`src/rtl/sdram_ex_pkg.sv`:
```
// Shared definitions for the SDRAM example traffic path: LFSR polynomial and
// checker state encoding, used by both the write generator and the read checker.
package sdram_ex_pkg;

  // XOR mask folded into bits 4:2 when the outgoing bit q7 is set
  localparam logic [7:0] LFSR8_TAPS = 8'b0001_1100;

  typedef logic [1:0] chk_state_t;

  localparam chk_state_t ST_IDLE  = 2'd0;
  localparam chk_state_t ST_CHECK = 2'd1;
  localparam chk_state_t ST_DONE  = 2'd2;

  function automatic logic [7:0] lfsr8_next(input logic [7:0] q);
    return {q[6:0], q[7]} ^ (q[7] ? LFSR8_TAPS : 8'h00);
  endfunction

endpackage

```
`src/rtl/sdram_ex_lfsr8_lane.sv`:
```
// One byte lane of the pattern regenerator: seedable 8-bit LFSR that reloads
// on reset or load and steps only when advance is asserted.
module sdram_ex_lfsr8_lane #(
  parameter logic [7:0] SEED = 8'h20
) (
  input  logic       i_clk,
  input  logic       i_reset,
  input  logic       i_load,
  input  logic       i_advance,
  output logic [7:0] o_q
);
  import sdram_ex_pkg::*;

  logic [7:0] r_q;

  always_ff @(posedge i_clk) begin
    if (i_reset || i_load) begin
      r_q <= SEED;
    end else if (i_advance) begin
      r_q <= lfsr8_next(r_q);
    end
  end

  assign o_q = r_q;

endmodule

```
`config.mk`:
```
export PLATFORM = sky130hd
export DESIGN_NAME = sdram_ex_lfsr8_lane
export DESIGN_NICKNAME = d
export VERILOG_FILES = /design/src/rtl/sdram_ex_pkg.sv /design/src/rtl/sdram_ex_lfsr8_lane.sv
export SDC_FILE = /design/constraint.sdc
export NUM_CORES = 1
export LEC_CHECK = 0
export CAP_MARGIN = 20
export CORE_AREA = 2 2 39 41
export CTS_BUF_LIST = sky130_fd_sc_hd__clkbuf_8
export CTS_CLUSTER_DIAMETER = 200
export CTS_CLUSTER_SIZE = 14
export DETAILED_ROUTE_END_ITERATION = 16
export DIE_AREA = 0 0 41 43
export PLACE_DENSITY_LB_ADDON = 0.25
export SLEW_MARGIN = 20
export SYNTH_ARGS = -nofsm -noshare
export SYNTH_HDL_FRONTEND = slang
export SYNTH_SLANG_ARGS = --single-unit
```
`constraint.sdc`:
```
create_clock -name i_clk -period 0.9 [get_ports i_clk]
set_input_delay 0.225 -clock i_clk [delete_from_list [all_inputs] [get_ports i_clk]]
set_output_delay 0.225 -clock i_clk [all_outputs]
set_load 0.05 [all_outputs]
```
# After elaboration in Yosys (flattened, before gate mapping)
# Cells that the tools add are included.
# Widths: inputs -> output; s select.
# totals
n_memories	0
in_bits	4
rom_bits	0
ramBits	0
regBits	8
latch_bits	0
out_inout_bits	8
# classes
eq_ne	0
mux	1
magnitude_cmp	0
n_bitwise	1
n_div	0
n_shift	0
n_addsub	0
n_reduce_logical	1
multipliers	0
# ops
cell	n
$xor 8x5->8	1
$mux 5	1
$logic_or 1x1->1	1

# Logic depth before layout (Yosys ltp)
# logic_depth
depth_word	2
ltp_mapped	3
depth_no_buf	2

# Worst setup path after synthesis
# No wires, ideal clock.
# synth_path
kind	register -> register
start	reg r_q[7] (netlist: o_q[7])
end	reg r_q[3] (netlist: o_q[3])
setup_ns	0.086
slack_ns	-0.333
arrival_ns	1.148
path_stages_with_launch	4
t_required_ns	0.814
path_cell_list	dfxtp_1 > clkbuf_2 > xnor2_1 > a211oi_1
# synth_between
elab_chain_len	2
# synth_lines
item	line_no	source
start, declared	sdram_ex_lfsr8_lane.sv:14	logic [7:0] r_q;
start signal, assigned	sdram_ex_lfsr8_lane.sv:20	r_q <= lfsr8_next(r_q);
$mux 5	sdram_ex_pkg.sv:15	return {q[6:0], q[7]} ^ (q[7] ? LFSR8_TAPS : 8'h00);
$xor 8x5->8	sdram_ex_pkg.sv:15	
# Every way passes these cells.
# A chain may end at the register's enable or synchronous reset.

# Final worst setup path
# layout_path
start	reg r_q[3] (netlist: o_q[3])
end	out o_q[3]
# layout_rtl
item	line_no	source
end, declared	sdram_ex_lfsr8_lane.sv:10	output logic [7:0] o_q
# No word-level cell between the ends.

==> flow_metrics.tcl <==
set metrics [dict create \
    post_route_cells_drive_above_1_share_pct 62.26 \
    antenna_diodes 0 \
    final.setup.tns_ns -0.2907 \
    wirelength_um 682 \
    final_antenna_net_count 0 \
    syn_area_per_cell_um2 10.25 \
    finalSetupViolations 9 \
    hold_start "i_reset" \
    die_width_um 41 \
    detailedRoute.firstPassIterationCount 3 \
    globalRouteOverflowTotal 0 \
    critical_path_peak_fanout 2 \
    power_density_nw_per_um2 1393 \
    reg2regPathDepth 3 \
    instance_count_along_the_most_critical_hold_path 3 \
    pre_cts_slack_ns -0.4234 \
    overall_die_height_um 43 \
    top_signal_layer_used "met4" \
    regToRegSetupSlack_ns -0.01 \
    fin_ws_ns -0.03975 \
    synth_sequential_area_ratio_pct 50.39 \
    run_status "complete, but fails checks" \
    cts_made_buffers 3 \
    post-route-drc-count 0 \
    crit_arrival_ns 0.71 \
    wire_per_inst_um 9.884 \
    pwr-share-comb_pct 16.2 \
    timing.critical_path.cells "buf_12" \
    hold_path_sink "o_q[4]" \
    detail_route.wirelength.met1_um 249 \
    dr_total_vias 288 \
    cts-root-buf "clkbuf_8" \
    clkSlewWorstSetupHoldPaths_ns 0.04 \
    crit_path_max_delay_cell_type "dfxtp_4" \
    core_region_area_um2 1384 \
    regToRegEndpoint "o_q[5]" \
    grt_pass1_wl_um 1200 \
    grtUsageTotal_pct 11.27 \
    syn_to_final_growth_pct 112.6 \
    largest_register_ffs 8 \
    via_count_of_the_first_global_routing_pass 289 \
    numClockSinks 8 \
    io_buffers 11 \
    avgViaCountPerCell 4.174 \
    power_internal_w 0.0007286 \
    finalHoldWorstSlack_ns 0.4064 \
    finalCoreUtilization_pct 48.82 \
    tightest_slew_ns 0.1870 \
    gp_congestion 0.7087 \
    yosys_reg_bits 8 \
    source_of_the_worst_register_to_register_timing_path "o_q[5]" \
    design.portCount 12 \
    met3_wire_length_um 37 \
    clock_network_fraction_of_total_power_pct 44.9 \
    syn-cell-area_um2 317.8 \
    max_slew_vio_count 0 \
    report.final.hold_viol_count 0 \
    timing.hold.worst.class "in2reg" \
    unique_masters_post_synth 11 \
    max_cap_violations 0 \
    power.total_w 0.0009414 \
    critical_path_depth 1 \
    cpLargestDelayFamily "flip-flops" \
    holdBufCountCts 0 \
    cts_tree "yes" \
    grt_antenna_before_repair 0 \
    layout.cells.most_common_list "8 x buf_12, 8 x buf_4, 7 x nor2_1, 5 x dfxtp_4, 4 x mux2i_1" \
    worstSetupEndpointType "output pin" \
    fin_crit_sh_pct 104.4 \
    grt_max_degree 8 \
    met2_length_um 357 \
    criticalPathCategory "reg2out" \
    failed_checks "negative setup slack" \
    timing.slew.headroom_pct 87.46 \
    initial_core_util_pct 22.97 \
    p_leak_nw 0.2798 \
    fin_crit_ns 0.9397 \
    nets 59 \
    power.ir.vdd_worst_mv 0.6929 \
    hpwl_um 464 \
    initialDrtViolationCount 2 \
    ctsLongestPathBuffers 2 \
    start_kind "flip-flop" \
    netSwitchingPower_w 0.0002127 \
    synthCells 31 \
    floorplan.die_area_um2 1763 \
    ys_warn_count 0 \
    power.share.switching_pct 22.60 \
    critPathMaxStageDelay_ns 0.34 \
    clock_insertion_delay_worst_skew_ns 0.23 \
    placementRows 14 \
    number_of_nets_produced_by_synthesis 35 \
    number_of_h_tree_branching_levels 1 \
    worst_ep_required_time_ns 0.67 \
    power_frac_seq_pct 38.9 \
    achievable-frequency_mhz 1064 \
    final.setup_skew_ns 0.001765 \
    grt_setup_unrepaired "true" \
    critPathBufInv 1 \
]
## routing by layer
layer	up-vias	global-route usage [%]
met2	9	16.25
li1	146	-
met1	129	10.68
met4	0	14.00
met3	4	3.141
met5	-	0
## Yosys cell counts
library cell / count / share of area (%)
a211o_1: 1 / 2.8
a211oi_1: 3 / 7.1
buf_2: 1 / 1.6
buf_6: 1 / 3.5
clkbuf_2: 1 / 1.6
dfxtp_1: 8 / 50
mux2i_1: 4 / 13
nor2_1: 7 / 8.3
nor2b_1: 1 / 2.0
or2_1: 1 / 2.0
xnor2_1: 3 / 8.3
## layout make-up
class                   instances  area (um2)
repair buffers                 22       280.3
flip-flops and latches          8       182.7
multi-input cells              20       151.4
clock buffers                   3       41.29
well taps                      16       20.02
fillers                       143       708.2
## worst max path at each step
stage | start | end | slack (ns)
2_1_floorplan | o_q[7] | o_q[3] | -0.02
4_1_cts | o_q[0] | o_q[0] | -0.05
3_5_place_dp | i_advance | o_q[1] | -0.42
5_1_grt | o_q[0] | o_q[0] | -0.06
3_3_place_gp | i_advance | o_q[0] | -0.39
6_report | o_q[3] | o_q[3] | -0.04
## stage by stage
stage	cell area [um2]	std cells
after floorplan	341.6	31
after global placement	544.3	58
after detailed placement	544.3	58
after CTS	655.6	69
after global routing	675.6	69
final	675.6	69
## cells by family after synthesis
group	Yosys count	synth area share (%)
buffers and inverters	3	6.690
AO/OA/AOI/OAI	4	9.843
flip-flops	8	50.39
multiplexers	4	12.60
XOR/XNOR	3	8.269
AND/OR/NAND/NOR	9	12.21
## repair_timing
action,4_1_cts,5_1_grt
pin swaps,2,2
endpoints found under the setup margin,16,11
buffers inserted,8,0
cloned,0,0
gates resized for setup,8,4
## power by group through the flow
stage	clock network, W	registers, W	logic [W]
4_1_cts	0.000446	0.000366	0.000146
3_5_place_dp	0	0.000383	0.000131
6_report	0.000423	0.000366	0.000152
3_3_place_gp	0	0.000382	0.000130
2_1_floorplan	0	0.000409	0.0000404
5_1_grt	0.000463	0.000366	0.000163
No activity file was read; power rests on OpenSTA's default activity.
